**src/rtl/instruction_prefetch.sv**
```systemverilog
// instruction_prefetch
//   Fetches sequential 16-bit-aligned instruction words from instruction memory
//   into a small FIFO for the decoder. A new read is issued only while the FIFO
//   has room for its response, so the FIFO can never overflow. A redirect
//   flushes the FIFO and restarts fetching at redirect_pc; a read that is still
//   outstanding when the redirect arrives is finished in SQUASH, and its data is
//   dropped.
//
// Ports
//   clk, reset_n               clock, synchronous active-low reset
//   redirect, redirect_pc      flush and refetch request
//   imem_read, imem_address    memory read request (held until imem_resp)
//   imem_rdata, imem_resp      memory read data / completion
//   deq_ready                  decoder takes the head entry
//   out_valid, out_instr,
//   out_pc                     head entry of the prefetch queue
//
// state  | meaning
// IDLE   | no read outstanding; waits for a free slot
// FETCH  | read outstanding at req_addr; response is pushed
// SQUASH | read outstanding but flushed by a redirect; response discarded
module instruction_prefetch #(
  parameter int                 WIDTH    = 16,
  parameter int                 DEPTH    = 4,
  parameter logic [WIDTH-1:0]   RESET_PC = '0
) (
  input  logic             clk,
  input  logic             reset_n,
  input  logic             redirect,
  input  logic [WIDTH-1:0] redirect_pc,
  output logic             imem_read,
  output logic [WIDTH-1:0] imem_address,
  input  logic [WIDTH-1:0] imem_rdata,
  input  logic             imem_resp,
  input  logic             deq_ready,
  output logic             out_valid,
  output logic [WIDTH-1:0] out_instr,
  output logic [WIDTH-1:0] out_pc
);

  localparam int PW = (DEPTH > 1) ? $clog2(DEPTH) : 1;
  localparam int CW = PW + 1;
  localparam logic [CW-1:0] DEPTH_C = CW'(DEPTH);
  localparam logic [WIDTH-1:0] STEP = WIDTH'(2);

  typedef enum logic [1:0] {IDLE, FETCH, SQUASH} state_t;

  state_t           state;
  logic [WIDTH-1:0] pc;
  logic [WIDTH-1:0] req_addr;
  logic [PW-1:0]    wr_ptr;
  logic [PW-1:0]    rd_ptr;
  logic [CW-1:0]    count;
  logic [CW-1:0]    count_next;

  logic [WIDTH-1:0] fifo_pc    [DEPTH];
  logic [WIDTH-1:0] fifo_instr [DEPTH];

  logic push;
  logic pop;

  assign imem_read    = (state != IDLE);
  assign imem_address = req_addr;
  assign out_valid    = (count != '0);
  assign out_instr    = fifo_instr[rd_ptr];
  assign out_pc       = fifo_pc[rd_ptr];

  assign pop  = out_valid && deq_ready;
  assign push = reset_n && (state == FETCH) && imem_resp && !redirect;

  // Occupancy after this cycle's push/pop, used to decide whether the next
  // sequential read still has a slot for its response.
  always_comb begin
    count_next = count;
    if (push && !pop)
      count_next = count + 1'b1;
    else if (!push && pop)
      count_next = count - 1'b1;
  end

  always_ff @(posedge clk) begin
    if (!reset_n) begin
      state    <= IDLE;
      pc       <= RESET_PC;
      req_addr <= RESET_PC;
      wr_ptr   <= '0;
      rd_ptr   <= '0;
      count    <= '0;
    end else if (redirect) begin
      // Redirect wins over push and pop; a head popped this cycle is simply
      // flushed along with everything else.
      wr_ptr <= '0;
      rd_ptr <= '0;
      count  <= '0;
      pc     <= redirect_pc;
      case (state)
        FETCH:   state <= imem_resp ? IDLE : SQUASH;
        SQUASH:  if (imem_resp) state <= IDLE;
        default: state <= IDLE;
      endcase
    end else begin
      if (pop)  rd_ptr <= rd_ptr + 1'b1;
      if (push) wr_ptr <= wr_ptr + 1'b1;
      count <= count_next;
      case (state)
        IDLE: begin
          if (count < DEPTH_C) begin
            req_addr <= pc;
            state    <= FETCH;
          end
        end
        FETCH: begin
          if (imem_resp) begin
            pc <= req_addr + STEP;
            if (count_next < DEPTH_C)
              req_addr <= req_addr + STEP;
            else
              state <= IDLE;
          end
        end
        SQUASH: begin
          if (imem_resp) state <= IDLE;
        end
        default: state <= IDLE;
      endcase
    end
  end

  // Queue storage needs no reset: only entries below count are ever visible.
  always_ff @(posedge clk) begin
    if (push) begin
      fifo_pc[wr_ptr]    <= req_addr;
      fifo_instr[wr_ptr] <= imem_rdata;
    end
  end

endmodule

```
**config.mk**
```make
export PLATFORM = sky130hd
export DESIGN_NAME = instruction_prefetch
export DESIGN_NICKNAME = d
export VERILOG_FILES = /design/src/rtl/instruction_prefetch.sv
export SDC_FILE = /design/constraint.sdc
export NUM_CORES = 1
export LEC_CHECK = 0
export CAP_MARGIN = 5
export CELL_PAD_IN_SITES_DETAIL_PLACEMENT = 0
export CELL_PAD_IN_SITES_GLOBAL_PLACEMENT = 1
export CORE_ASPECT_RATIO = 1.5
export CORE_MARGIN = 3
export CORE_UTILIZATION = 25
export CTS_CLUSTER_SIZE = 8
export DETAILED_ROUTE_END_ITERATION = 12
export PLACE_DENSITY_LB_ADDON = 0.08
export REMOVE_ABC_BUFFERS = 1
export SYNTH_ARGS = -nofsm -noshare
export SYNTH_HDL_FRONTEND = slang
export SYNTH_SLANG_ARGS = --single-unit
```
**constraint.sdc**
```tcl
create_clock -name clk -period 2.3 [get_ports clk]
set_input_delay 0.23 -clock clk [delete_from_list [all_inputs] [get_ports clk]]
set_output_delay 0.23 -clock clk [all_outputs]
set_load 0.02 [all_outputs]
```
==> metrics.cfg <==
[status]
status = complete, no violations

[place]
io_buffers = 86
dpl-instance-area_um2 = 8670
gp_congestion = 0.709
place_hpwl_um = 11500
place_ws_ns = -0.205

[layout]
drive_above_1_share = 0.262
finalInstanceArea_um2 = 9550
fill_cells = 2671
nets = 668
area_growth_syn_to_layout_pct = 35.8
antennaDiodeCount = 0

[worst_setup_path]
r2r_start = state[1]
arrival_ns = 2.58
worstSetupEndpointType = flop
crit_path_cell_trace = inv_2 > ha_4 > and2_4 > nand2_4 > inv_4 > ha_4 > nand3b_1 > buf_4 > o2111ai_4 > and2_4 > buf_12 > nor2_1 > a211oi_1
worstPathRequired_ns = 2.64
critPathMaxFanout = 5
reg2reg_depth = 13
rrSetupSlack_ns = 0.06
cp-start-kind = flop
critical_path.max_stage_delay_ns = 0.34
criticalPathCategory = reg2reg
reg2reg_to = imem_address[12]
crit_slowest_cell = dfxtp_2

[detailed_routing]
wire_per_inst_um = 18.5
ant_nets = 0
drtIter0Drc = 282
drt-vias-per-instance = 4.55
num_vias = 4421
drcViolationCount = 0
routed_wl_um = 18000
firstDrtPassIters = 4

[logic_synthesis]
synth_edf_count = 128
ys.flop_type = edfxtp_1
netlist_area_um2 = 7030
synth_common_cells = 128 x edfxtp_1, 44 x nand2_1, 43 x dfxtp_1
netlist.area_leader.share = 0.547
synth_fa_ha_area_frac = 0.0231
postSynthCellCount = 483
synth-compound-area-share = 0.0728
synth_top_family_by_area = multiplexers
yosys.area_share.simple = 0.0834
yosysMostFrequentCell = edfxtp_1
yosys_register_bits = 171
synthXorXnorAreaFrac = 0.0199
async_flop_share = 0
synth_area_per_cell_um2 = 14.6
ys_types = 47
yosysWarnings = 0
synth_top_area_cell = edfxtp_1
yosys-top-cells-area = edfxtp_1 55%, dfxtp_1 12%, mux4_2 10%, a21oi_1 2.3%, nand2_1 2.3%
ys_seq_area_frac = 0.669
synth.area.mux_share = 0.108

[sta]
finalSetupTns_ns = 0
worst_pin_slew_ns = 0.431
min_period_ns = 2.24
grt_setup_unrepaired = yes
setup_ws_ns = 0.0621
hold_slack_ns = 0.375
skew_ns = 0.00825
finalMaxSlewViolations = 0
finalCritPeriodShare = 0.973
setup_violations = 0
hold_violations = 0
slew-limit-headroom = 0.712
fmax_mhz = 447

[clocking]
clk_latency_ns = 0.42
cts.sinks = 171
cts_tree = built
cts_buffers = 17
htree_levels = 4
clockBufferDepth = 2
path_clk_slew_ns = 0.07
root_buffer = clkbuf_16

[hold_path]
holdPathStages = 3
hp-class = in2reg
whs_endpoint = pc[10]
hold_path_startpoint = redirect_pc[10]

[floorplanning]
rows = 74
io_pins = 87
core_um2 = 27500
die_h_um = 211
fp.dieArea_um2 = 30200
die_w_um = 143
initial_utilization = 0.256

[global_routing]
grt_pass1_wl_um = 27800
grt_max_degree = 36
grt_antenna_before_repair = 0
gr-total-overflow = 0
grt_pass1_vias = 4690
grt_usage = 0.123

[power_and_ir_drop]
combPwrFrac = 0.073
p_sw_frac = 0.209
switching_power_mw = 1.46
power_frac_clock = 0.438
powerDensity_nw_per_um2 = 729
p_int_mw = 5.50
ir_worst_vdd_v = 0.000480
finalPower_mw = 6.96
p_leak_nw = 3.20
p_seq_frac = 0.489

[flow_run]
drv_cap = 0

## layout by cell type, fill, tap and decap left out, types with 8 or more instances in the layout
cell	n
dlygate4sd2_1	29
dfxtp_1	37
edfxtp_1	128
clkdlybuf4s50_1	57
o21ai_0	8
o21ai_1	8
mux4_2	32
a211oi_1	10
a21oi_1	26
buf_4	46
clkbuf_16	18
nand3_1	8
ha_1	9
xnor2_1	8
buf_12	9
nor2_1	36
nand2_1	41
xor2_1	8
## cells by family (layout without fill, tap and decap cells)
| kind of cell | after synthesis | count (layout) |
|---|---|---|
| buffers and inverters | 41 | 187 |
| XOR/XNOR | 16 | 16 |
| multiplexers | 36 | 36 |
| AND/OR/NAND/NOR | 124 | 124 |
| flip-flops | 171 | 171 |
| adder cells (fa/ha/maj) | 13 | 13 |
| AO/OA/AOI/OAI | 82 | 82 |
## layer usage
layer,global-route usage,routed length (um),vias up
met5,0,0,-
li1,-,-,2103
met2,0.223,9730,87
met4,0.0394,261,0
met1,0.144,7470,2215
met3,0.0255,513,16
## per-stage QoR
stage / utilization / instances
finish: 0.347 / 971
global placement: 0.315 / 931
floorplan: - / 456
CTS: 0.339 / 964
detailed placement: 0.315 / 931
global route: 0.347 / 971
## state kept, by name, indices dropped and copies added, names as in the netlist, named ones only
| register | count |
|---|---|
| pc | 16 |
| fifo_instr | 64 |
| fifo_pc | 64 |
| count | 3 |
| imem_address | 16 |
| state | 2 |
| rd_ptr | 2 |
| wr_ptr | 2 |
## layout make-up
class | count | area, um^2 | share of cell area
clock buffer | 17 | 425 | 0.0446
tap | 342 | 428 | 0.0448
inverter | 14 | 55.1 | 0.00577
timing repair buffer | 143 | 1390 | 0.145
sequential | 171 | 4710 | 0.494
clock inverter | 13 | 200 | 0.0210
multi-input combinational | 271 | 2340 | 0.245
## critical path: cells and delay by family, from the launching register on
kind / cells / cell delay, ns
AOI/OAI and AO/OA: 2 / 0.46
adders and majority gates: 2 / 0.30
buffers and inverters: 4 / 0.38
DFF: 1 / 0.34
and+or+nand+nor: 5 / 0.70
## power by group through the flow
| stage | clock network, mW | registers, mW | logic (mW) |
|---|---|---|---|
| 6_report | 3.05 | 3.40 | 0.509 |
| 3_3_place_gp | 0 | 3.47 | 0.450 |
| 2_1_floorplan | 0 | 3.48 | 0.172 |
| 4_1_cts | 3.17 | 3.40 | 0.469 |
| 3_5_place_dp | 0 | 3.47 | 0.456 |
| 5_1_grt | 3.30 | 3.40 | 0.558 |
## repair_timing
action | in CTS | in global routing
cloned | 0 | 1
setup endpoints to repair | 48 | 17
gates resized for setup | 44 | 36
setup buffers | 3 | 7
pin swaps | 9 | 17
hold buffers | 0 | 0
## worst max path at each step
stage | to | depth (start not counted) | slack [ns] | start
2_1_floorplan | imem_address[1] | 11 | -1.00 | state[1]
3_3_place_gp | imem_address[9] | 11 | -0.11 | imem_resp
6_report | imem_address[12] | 13 | 0.06 | state[1]
3_5_place_dp | imem_address[11] | 10 | -0.21 | imem_resp
5_1_grt | imem_address[5] | 13 | -0.05 | state[1]
4_1_cts | imem_address[12] | 13 | 0.004 | state[1]
Note: power is estimated with default switching activity, not from simulation.
